## src/rtl/alu_req_arbiter_if.sv

```systemverilog
// alu_req_arbiter_if: requester-side handshake bundle for alu_req_arbiter.
// master = requester side, slave = arbiter side. Per-requester fields are packed
// slices, slice i belonging to requester i.
interface alu_req_arbiter_if #(
  parameter int unsigned N     = 4,
  parameter int unsigned WIDTH = 8,
  parameter int unsigned OP_W  = 4,
  parameter int unsigned RES_W = 16
);
  localparam int unsigned IdW = $clog2(N);

  // Operation request channel
  logic [N-1:0]       req_valid;
  logic [N-1:0]       req_ready;
  logic [N*WIDTH-1:0] req_a;
  logic [N*WIDTH-1:0] req_b;
  logic [N*OP_W-1:0]  req_op;

  // Result response channel; result and id are shared, valid is one-hot
  logic [N-1:0]       rsp_valid;
  logic [N-1:0]       rsp_ready;
  logic [RES_W-1:0]   rsp_result;
  logic [IdW-1:0]     rsp_id;

  modport master (
    output req_valid,
    output req_a,
    output req_b,
    output req_op,
    output rsp_ready,
    input  req_ready,
    input  rsp_valid,
    input  rsp_result,
    input  rsp_id
  );

  modport slave (
    input  req_valid,
    input  req_a,
    input  req_b,
    input  req_op,
    input  rsp_ready,
    output req_ready,
    output rsp_valid,
    output rsp_result,
    output rsp_id
  );
endinterface

```

## src/rtl/alu_req_arbiter.sv

```systemverilog
// alu_req_arbiter: shares one sequential ALU among N requesters.
// One operation is in flight at a time: IDLE grants a requester and latches its
// operands onto the ALU inputs, EXEC waits out the ALU latency and captures the
// result, RESP holds the result until the owning requester accepts it.
// Build option: define ALU_ARB_FIXED_PRIO_EN for fixed lowest-index-first
// priority; otherwise grants rotate round-robin. Timing is identical in both.
module alu_req_arbiter #(
  parameter int unsigned N       = 4,
  parameter int unsigned WIDTH   = 8,
  parameter int unsigned OP_W    = 4,
  parameter int unsigned RES_W   = 16,
  parameter int unsigned ALU_LAT = 1
) (
  input  logic               clk,
  input  logic               rst,
  alu_req_arbiter_if.slave   bus,
  output logic [WIDTH-1:0]   alu_a,
  output logic [WIDTH-1:0]   alu_b,
  output logic [OP_W-1:0]    alu_opcode,
  input  logic [RES_W-1:0]   alu_result,
  output logic               busy
);
  localparam int unsigned IdW  = $clog2(N);
  localparam int unsigned CntW = $clog2(ALU_LAT + 1);

  localparam logic [1:0] StIdle = 2'd0;
  localparam logic [1:0] StExec = 2'd1;
  localparam logic [1:0] StResp = 2'd2;

  logic [1:0]       state_q;
  logic [CntW-1:0]  cnt_q;
  logic [IdW-1:0]   rsp_id_q;
  logic [RES_W-1:0] rsp_result_q;

  logic [IdW-1:0]   rr_base;
  logic [IdW:0]     cand_sum;
  logic             grant_vld;
  logic [IdW-1:0]   grant_idx;
  logic [N-1:0]     grant_oh;
  logic [WIDTH-1:0] sel_a;
  logic [WIDTH-1:0] sel_b;
  logic [OP_W-1:0]  sel_op;
  logic [N-1:0]     rsp_oh;
  logic             rsp_ack;

`ifdef ALU_ARB_FIXED_PRIO_EN
  // Fixed priority is a round-robin search that always starts at requester 0.
  assign rr_base = '0;
`else
  logic [IdW-1:0] rr_ptr_q;
  logic [IdW-1:0] next_ptr;

  assign next_ptr = (rsp_id_q == IdW'(N - 1)) ? '0 : rsp_id_q + IdW'(1);
  assign rr_base  = rr_ptr_q;

  // Search pointer moves just past the requester whose result was accepted.
  always_ff @(posedge clk) begin
    if (rst) begin
      rr_ptr_q <= '0;
    end else if (state_q == StResp && rsp_ack) begin
      rr_ptr_q <= next_ptr;
    end
  end
`endif

  // Round-robin search: walk downward so the lowest offset from rr_base wins.
  always_comb begin
    cand_sum  = '0;
    grant_vld = 1'b0;
    grant_idx = '0;
    for (int k = int'(N) - 1; k >= 0; k--) begin
      cand_sum = {1'b0, rr_base} + (IdW + 1)'(k);
      if (cand_sum >= (IdW + 1)'(N)) begin
        cand_sum = cand_sum - (IdW + 1)'(N);
      end
      if (bus.req_valid[cand_sum[IdW-1:0]]) begin
        grant_vld = 1'b1;
        grant_idx = cand_sum[IdW-1:0];
      end
    end
  end

  // Decode the grant to one-hot and mux out the granted requester's operands.
  always_comb begin
    grant_oh = '0;
    sel_a    = '0;
    sel_b    = '0;
    sel_op   = '0;
    for (int i = 0; i < int'(N); i++) begin
      if (grant_idx == IdW'(i)) begin
        grant_oh[i] = grant_vld;
        sel_a       = bus.req_a[i*WIDTH +: WIDTH];
        sel_b       = bus.req_b[i*WIDTH +: WIDTH];
        sel_op      = bus.req_op[i*OP_W +: OP_W];
      end
    end
  end

  // One-hot of the current result owner; drives rsp_valid and picks its rsp_ready.
  always_comb begin
    rsp_oh = '0;
    for (int i = 0; i < int'(N); i++) begin
      if (rsp_id_q == IdW'(i)) begin
        rsp_oh[i] = 1'b1;
      end
    end
  end

  // Only the owner's rsp_ready counts; other bits are ignored.
  assign rsp_ack = |(bus.rsp_ready & rsp_oh);

  // req_ready is suppressed during reset so nothing looks accepted on a reset edge.
  assign bus.req_ready  = (state_q == StIdle && !rst) ? grant_oh : '0;
  assign bus.rsp_valid  = (state_q == StResp) ? rsp_oh : '0;
  assign bus.rsp_result = rsp_result_q;
  assign bus.rsp_id     = rsp_id_q;
  assign busy           = (state_q != StIdle);

  // Main sequencer: accept, wait ALU_LAT+1 edges, capture, hold until accepted.
  always_ff @(posedge clk) begin
    if (rst) begin
      state_q      <= StIdle;
      cnt_q        <= '0;
      rsp_id_q     <= '0;
      rsp_result_q <= '0;
      alu_a        <= '0;
      alu_b        <= '0;
      alu_opcode   <= '0;
    end else begin
      case (state_q)
        StIdle: begin
          if (grant_vld) begin
            alu_a      <= sel_a;
            alu_b      <= sel_b;
            alu_opcode <= sel_op;
            rsp_id_q   <= grant_idx;
            cnt_q      <= '0;
            state_q    <= StExec;
          end
        end
        StExec: begin
          // The ALU samples one edge after accept, so the result lands at cnt == ALU_LAT.
          if (cnt_q == CntW'(ALU_LAT)) begin
            rsp_result_q <= alu_result;
            state_q      <= StResp;
          end else begin
            cnt_q <= cnt_q + CntW'(1);
          end
        end
        StResp: begin
          if (rsp_ack) begin
            state_q <= StIdle;
          end
        end
        default: begin
          state_q <= StIdle;
        end
      endcase
    end
  end
endmodule

```

## src/flat_wrapper.sv

```systemverilog
// flat-port wrapper written by rule: the top's interface ports become plain ports
module alu_req_arbiter_flat 
#(
  parameter int unsigned N       = 4,
  parameter int unsigned WIDTH   = 8,
  parameter int unsigned OP_W    = 4,
  parameter int unsigned RES_W   = 16,
  parameter int unsigned ALU_LAT = 1
)
  (clk, rst, alu_a, alu_b, alu_opcode, alu_result, busy, bus_req_valid, bus_req_a, bus_req_b, bus_req_op, bus_rsp_ready, bus_req_ready, bus_rsp_valid, bus_rsp_result, bus_rsp_id);
  alu_req_arbiter_if #(.N(N), .WIDTH(WIDTH), .OP_W(OP_W), .RES_W(RES_W)) bus_i ();
  input  logic clk;
  input  logic rst;
  output logic [WIDTH-1:0] alu_a;
  output logic [WIDTH-1:0] alu_b;
  output logic [OP_W-1:0] alu_opcode;
  input  logic [RES_W-1:0] alu_result;
  output logic busy;
  input wire logic [$bits(bus_i.req_valid)-1:0] bus_req_valid;
  input wire logic [$bits(bus_i.req_a)-1:0] bus_req_a;
  input wire logic [$bits(bus_i.req_b)-1:0] bus_req_b;
  input wire logic [$bits(bus_i.req_op)-1:0] bus_req_op;
  input wire logic [$bits(bus_i.rsp_ready)-1:0] bus_rsp_ready;
  output wire logic [$bits(bus_i.req_ready)-1:0] bus_req_ready;
  output wire logic [$bits(bus_i.rsp_valid)-1:0] bus_rsp_valid;
  output wire logic [$bits(bus_i.rsp_result)-1:0] bus_rsp_result;
  output wire logic [$bits(bus_i.rsp_id)-1:0] bus_rsp_id;
  assign bus_i.req_valid = bus_req_valid;
  assign bus_i.req_a = bus_req_a;
  assign bus_i.req_b = bus_req_b;
  assign bus_i.req_op = bus_req_op;
  assign bus_i.rsp_ready = bus_rsp_ready;
  assign bus_req_ready = bus_i.req_ready;
  assign bus_rsp_valid = bus_i.rsp_valid;
  assign bus_rsp_result = bus_i.rsp_result;
  assign bus_rsp_id = bus_i.rsp_id;
  alu_req_arbiter #(.N(N), .WIDTH(WIDTH), .OP_W(OP_W), .RES_W(RES_W), .ALU_LAT(ALU_LAT)) u_core (.clk(clk), .rst(rst), .bus(bus_i), .alu_a(alu_a), .alu_b(alu_b), .alu_opcode(alu_opcode), .alu_result(alu_result), .busy(busy));
endmodule
```

## config.mk

```make
export PLATFORM = sky130hd
export DESIGN_NAME = alu_req_arbiter_flat
export DESIGN_NICKNAME = d
export VERILOG_FILES = /design/src/rtl/alu_req_arbiter_if.sv /design/src/rtl/alu_req_arbiter.sv /design/src/flat_wrapper.sv
export SDC_FILE = /design/constraint.sdc
export NUM_CORES = 1
export LEC_CHECK = 0
export CAP_MARGIN = 20
export CORE_MARGIN = 2
export CORE_UTILIZATION = 37
export CTS_CLUSTER_SIZE = 28
export DETAILED_ROUTE_END_ITERATION = 8
export PLACE_DENSITY_LB_ADDON = 0.08
export SLEW_MARGIN = 20
export SYNTH_ARGS = -nofsm -noshare
export SYNTH_HDL_FRONTEND = slang
export SYNTH_SLANG_ARGS = --single-unit
```

## constraint.sdc

```tcl
create_clock -name clk -period 2.2 [get_ports clk]
set_input_delay 0.44 -clock clk [delete_from_list [all_inputs] [get_ports clk]]
set_output_delay 0.44 -clock clk [all_outputs]
set_load 0.005 [all_outputs]
```

==> run metrics, run 1 <==
Die X between 80 and 90 um; Max Cap Viol 0; Worst Hold Depth 2; most instantiated cells after synthesis nand2_1, dfxtp_1, mux2i_1; Most used DFF post-synth dfxtp_1; Total GRT Usage 19.6%; Post-synth EDFFs 0; area leader, netlist dfxtp_1; router iterations before antenna repair 4; Net count, final around 560; syn avg cell area around 8.2 um^2; largest net degree at the start of global routing 39; Storage cell area approximately 870 um^2; Unique masters post-synth 31; fin. max-slew vios 0; Worst-Margin Slew approximately 0.33 ns; R2R depth 9; die span in y 83.9 um; RSZ-0062 raised after global routing false; register area share after synthesis a little over a third; family with the most delay on the worst path simple AND/OR/NAND/NOR gates; FF-to-FF End u_core.alu_a[4]$_SDFFE_PP0P_; Setup-failing EPs final 0; Ys Warns 0; Critical Path Sink Type output pin; Util after Layout about two thirds; initial core utilization 37.7%; Final ANT Viol Nets 0; Fillers 573; drt drc 0; Rel. slew slack a little under 80%; CP max stage delay about 0.34 ns; placed cell areas ~4000 um^2; PwrDens approximately 530 nW/um^2; gr ovfl total 0; Worst path most repeated cell buf_2; clk slew on worst S/H paths approximately 0.09 ns; CTS root buffer clkbuf_8; routed wire length per instance between 10 and 15 um; Worst Hold End u_core.bus.rsp_result[6]$_SDFFE_PP0P_; skew final 0.00828 ns; Yosys reg bits 43; startpoint types primary input; global-route wire length before repair 11.2 mm; Multi-input gate area 1390 um^2; worst skew pair latency 0.30 ns; Area contributors post-synth dfxtp_1, mux2i_1, nand2_1; number of global-route vias before repair about 2400; post-place setup slack -0.572 ns; WS Path Type in -> out; share of the synthesized area in the top cell type 36.4%; H-tree depth 2; Num CTS Buffers 5; static leakage 0.00160 uW; hold_buf cts 0; post-synth net total 400; Worst EP required around 1.8 ns; crit path cell chain buf_2, nor2b_2, a221o_1, and2_1, buf_4, and3_1, buf_2; I/O Buffers approximately 150; final-report hold violation count 0; core area approximately 6300 um^2; via total after detailed routing between 2000 and 3000; Max Buffers Root-to-Sink 2; Worst Path Buf+Inv 3; I/O pin cnt about 150; critical path's slowest cell a221o_1; r2r setup slk around 0.34 ns; status complete, no violations; Final Instance Area between 4000 and 5000 um^2; Area Growth Syn to Fin 75.9%; worst hold slack about 0.46 ns; diode count 0; starting DRC count in detailed routing 60; FP Rows 29; final WL 6.96 mm; Syn Std Cell Area about 2400 um^2; GPL Wtd Cong just over 0.7; FFs w/ async S/R, synth 0%; r2r startpoint u_core.state_q[1]$_SDFFE_PP0P_; TritonCTS clock tree built; Worst Path Arrival 1.66 ns; final period demand of the worst path between 2 and 2.5 ns; Die ar. slightly above 7000 um^2; clk sink count between 40 and 50; Hold Startpoint u_core.bus.rsp_result[6]$_SDFFE_PP0P_; worst-path maximum fanout 4; Achievable Freq between 400 and 500 MHz; top-count cell post-synth nand2_1; Peak VDD IR approximately 0.29 mV; initial antenna violation count 0; period utilization 95.3%; Hold/Removal Path Class reg -> reg; synthesized instance count 290; Post-DP HPWL about 5.3 mm; Final WS setup 0.104 ns; share of post-route cells with drive strength above 1 approximately 11%; Via density 4.90
kinds of logic (layout without fill, tap and decap cells):
family / after synthesis / in the layout / share of synthesized area (%)
buffers and inverters: 28 / 186 / 6.03
adder cells (fa/ha/maj): 4 / 4 / 2.12
flip-flops: 43 / 43 / 36.4
multiplexers: 26 / 26 / 11.0
AO/OA/AOI/OAI: 85 / 85 / 23.6
AND/OR/NAND/NOR: 104 / 104 / 20.9
per-stage QoR:
stage / cells / total power, uW / TNS (ns)
after floorplan: 290 / 1110 / 0
after global placement: 513 / 1460 / -3.55
after detailed placement: 513 / 1470 / -4.91
after CTS: 524 / 2220 / 0
after global routing: 525 / 2310 / 0
final: 525 / 2200 / 0
layout by cell type, fill, tap and decap left out, types with 2 or more instances in the layout:
cell type	n
nand2b_1	3
nor2b_1	3
bufinv_16	2
nand2_1	54
buf_2	3
dfxtp_2	2
clkdlybuf4s50_1	144
buf_4	22
clkbuf_2	3
clkbuf_8	5
o211ai_1	19
nor2b_2	3
nor2_1	9
mux2i_1	26
o21ai_1	19
a21boi_0	20
and2_1	6
inv_1	4
a21oi_1	18
ha_1	4
and3_1	20
dfxtp_1	40
metal layers:
layer	vias up	global-route usage, %	share of wire (%)
met5	-	0	0
li1	1331	-	-
met3	6	7.32	8.6
met2	88	35.3	49
met1	1147	21.9	42
met4	0	4.25	0.66
power breakdown:
| group | switching [uW] | leakage (uW) | internal, uW |
|---|---|---|---|
| clock network | 289 | 0.0000644 | 453 |
| registers | 30.4 | 0.000354 | 834 |
| logic | 211 | 0.00119 | 380 |
| total | 531 | 0.00160 | 1670 |
worst register-to-register path, delay by kind of cell (launching register included):
kind,cells,cell delay (ns)
AOI/OAI and AO/OA,1,0.10
and+or+nand+nor,4,0.75
buffers and inverters,4,0.57
DFF,1,0.31
flip-flops by register name, indices dropped and copies added (netlist names):
register and flops:
u_core.alu_opcode 4, u_core.alu_b 8, u_core.alu_a 8, u_core.rr_base 2
u_core.bus.rsp_id 2, u_core.cnt_q 1, u_core.bus.rsp_result 16, u_core.state_q 2
what timing repair did:
| item | CTS | global route |
|---|---|---|
| hold endpoints to repair | 0 | 0 |
| endpoints found under the setup margin | 4 | 7 |
| pin swaps | 5 | 3 |
| buffers inserted | 3 | 1 |
| gates resized for setup | 25 | 10 |
worst max path at each step:
stage | from | to | slack [ns] | cells past startpoint
3_3_place_gp | bus_req_valid[0] | bus_req_ready[1] | -0.55 | 6
4_1_cts | bus_req_valid[1] | bus_req_ready[1] | 0.005 | 7
6_report | bus_req_valid[2] | bus_req_ready[3] | 0.10 | 7
5_1_grt | u_core.state_q[1]$_SDFFE_PP0P_ | bus_req_ready[1] | 0.04 | 5
2_1_floorplan | u_core.state_q[1]$_SDFFE_PP0P_ | bus_req_ready[1] | 0.33 | 6
3_5_place_dp | bus_req_valid[1] | bus_req_ready[1] | -0.57 | 7
layout make-up:
cell class	count	share of cell area [%]
clock buffer	5	1.66
clock inverter	3	1.63
inverter	4	0.361
multi-input combinational	219	33.3
sequential	43	20.9
tap	77	2.32
timing repair buffer	174	39.8
Power figures use the tool's default switching activity.
==> run 2: changes to the inputs <==
--- a/config.mk
+++ b/config.mk
@@ -6,7 +6,6 @@
 export NUM_CORES = 1
 export LEC_CHECK = 0
 export CAP_MARGIN = 20
-export CORE_MARGIN = 2
 export CORE_UTILIZATION = 37
 export CTS_CLUSTER_SIZE = 28
 export DETAILED_ROUTE_END_ITERATION = 8
@@ -15,3 +14,4 @@
 export SYNTH_ARGS = -nofsm -noshare
 export SYNTH_HDL_FRONTEND = slang
 export SYNTH_SLANG_ARGS = --single-unit
+export TNS_END_PERCENT = 10
==> run 2 against run 1 <==
  * Sequential power hardly changed
  * Critical path type unchanged
  * Critical endpoint is now bus_req_ready[0]
  * Clock skew is 0.0031 ns lower
  * Via count is 1.2% higher
==> run metrics, run 2 (same netlist as run 1, synthesis figures left out) <==
status complete, no violations (unchanged); GPL Wtd Cong 0.757 (was 0.727); static leakage 0.00161 uW (was 0.00160 uW); total internal power 1460 uW (was 1670 uW); PwrDens 481 nW/um^2 (was 528 nW/um^2); Die ar. 6710 um^2 (was 7040 um^2); hold_buf cts 0 (unchanged); Reg power frac 43.1% (was 39.3%); initial antenna violation count 0 (unchanged); Final ANT Viol Nets 0 (unchanged); I/O pin cnt 153 (unchanged); Num CTS Buffers 5 (unchanged); Net count, final 561 (was 557); Final Power 2010 uW (was 2200 uW); gr ovfl total 0 (unchanged); Worst EP required 1.76 ns (about the same); router iterations before antenna repair 4 (unchanged); startpoint types primary input (unchanged); skew final 0.00520 ns (was 0.00828 ns); period utilization 98.5% (was 95.3%); clk sink count 43 (unchanged); worst hold slack 0.459 ns (was 0.456 ns); Via density 4.94 (was 4.90); Post-DP HPWL 5.46 mm (was 5.28 mm); via total after detailed routing 2604 (was 2572); worst-path maximum fanout 4 (unchanged); Area Growth Syn to Fin 76.6% (was 75.9%); Util after Layout 69.3% (was 66.2%); starting DRC count in detailed routing 43 (was 60); Clock Power Share 26.2% (was 33.8%); most common cell after layout, fill and taps aside clkdlybuf4s50_1 (unchanged); core area 6030 um^2 (was 6280 um^2); diode count 0 (unchanged); Storage cell area 867 um^2 (unchanged); CTS root buffer clkbuf_8 (unchanged); global-route wire length before repair 11.5 mm (was 11.2 mm); final-report hold violation count 0 (unchanged); H-tree depth 2 (unchanged); largest net degree at the start of global routing 39 (unchanged); number of global-route vias before repair 2578 (was 2432); TritonCTS clock tree built (unchanged); drt drc 0 (unchanged); final WL 7.36 mm (was 6.96 mm); Hold/Removal Path Class reg -> reg (unchanged); Total GRT Usage 22.3% (was 19.6%); routed wire length per instance 14.0 um (was 13.3 um); Worst-Margin Slew 0.368 ns (was 0.330 ns); final period demand of the worst path 2.17 ns (was 2.10 ns); switching pwr 550 uW (was 531 uW); Max Cap Viol 0 (unchanged); max reg flops 16 (unchanged); Multi-input gate area 1400 um^2 (was 1390 um^2); Logic pwr share 30.7% (was 26.9%); worst skew pair latency 0.30 ns (about the same); share of post-route cells with drive strength above 1 11.5% (was 10.9%); FP Rows 28 (was 29); WS Path Type in -> out (unchanged); Fillers 534 (was 573); Rel. slew slack 75.5% (was 77.4%); I/O Buffers 152 (unchanged); Die X 81.9 um (was 83.9 um); Peak VDD IR 0.314 mV (was 0.286 mV); initial core utilization 39.2% (was 37.7%); die span in y 81.9 um (was 83.9 um); RSZ-0062 raised after global routing true (was false); sw frac 27.4% (was 24.2%); Max Buffers Root-to-Sink 2 (unchanged); Achievable Freq 461 MHz (was 477 MHz); Critical Path Sink Type output pin (unchanged); Setup-failing EPs final 0 (unchanged); commonest cells after routing, fill and taps aside clkdlybuf4s50_1, nand2_1, dfxtp_1 (unchanged); clk slew on worst S/H paths 0.09 ns (about the same); fin. max-slew vios 0 (unchanged); Worst Path Arrival 1.73 ns (was 1.66 ns)
-- run 2: through the flow --
stage | instances | worst slack (ns) | area [um^2] | setup TNS [ns]
3_3_place_gp | 514 | -0.592 | 4020 | -4.23
2_1_floorplan | 290 | 0.333 | 2360 | 0
4_1_cts | 526 | 0.00568 | 4160 | 0
5_1_grt | 527 | -0.0267 | 4170 | -0.0742
3_5_place_dp | 514 | -0.673 | 4020 | -7.13
6_report | 527 | 0.0323 | 4170 | 0
-- run 2: area by class of cell --
cell class                      instances  area share [%]
Clock buffer                            5            1.65
Tap cell                               75            2.25
Clock inverter                          3           0.600
Sequential cell                        43            20.8
Inverter                                4           0.360
Timing Repair Buffer                  178            40.8
Multi-Input combinational cell        219            33.6
-- run 2: final timing paths --
check / startpoint / end / slack [ns] / cells past startpoint
max: bus_req_valid[2] / bus_req_ready[0] / 0.03 / 7
min: u_core.bus.rsp_result[9]$_SDFFE_PP0P_ / u_core.bus.rsp_result[9]$_SDFFE_PP0P_ / 0.46 / 2
max reg2reg: u_core.rr_base[1]$_SDFFE_PP0P_ / u_core.alu_a[3]$_SDFFE_PP0P_ / 0.37 / 9
min reg2reg: u_core.bus.rsp_result[9]$_SDFFE_PP0P_ / u_core.bus.rsp_result[9]$_SDFFE_PP0P_ / 0.46 / 2
-- run 2: what timing repair did --
action / in CTS / in global routing
setup endpoints to repair: 5 / 4
pin swaps: 6 / 4
resized for setup: 29 / 9
endpoints found under the hold margin: 0 / 0
buffers inserted: 5 / 1
-- run 2: critical path, stage by stage --
cell	delay [ns]
buf_2	0.13
nor2b_2	0.16
a221o_1	0.34
and2_4	0.15
nand2b_1	0.16
nor2_1	0.10
dlygate4sd2_1	0.25
-- run 2: power by group through the flow --
stage	clock, uW	combinational (uW)	sequential, uW
4_1_cts	546	612	867
2_1_floorplan	0	222	887
5_1_grt	571	671	874
3_3_place_gp	0	593	881
6_report	525	617	865
3_5_place_dp	0	600	883
-- run 2: layer usage --
metal  global-route usage, %  part of all wire, %  vias to the layer above
li1                        -                    -                     1336
met1                    22.8                   38                     1159
met2                    42.4                   52                       96
met3                    6.33                  7.6                       13
met4                    7.89                  2.2                        0
met5                       0                    0                        -
==> run 3: changes to the inputs <==
--- a/config.mk
+++ b/config.mk
@@ -5,7 +5,6 @@
 export SDC_FILE = /design/constraint.sdc
 export NUM_CORES = 1
 export LEC_CHECK = 0
-export CAP_MARGIN = 20
 export CORE_UTILIZATION = 37
 export CTS_CLUSTER_SIZE = 28
 export DETAILED_ROUTE_END_ITERATION = 8
==> results of run 3 <==
No change in the layout: final DEF, timing and power equal those of run 2.
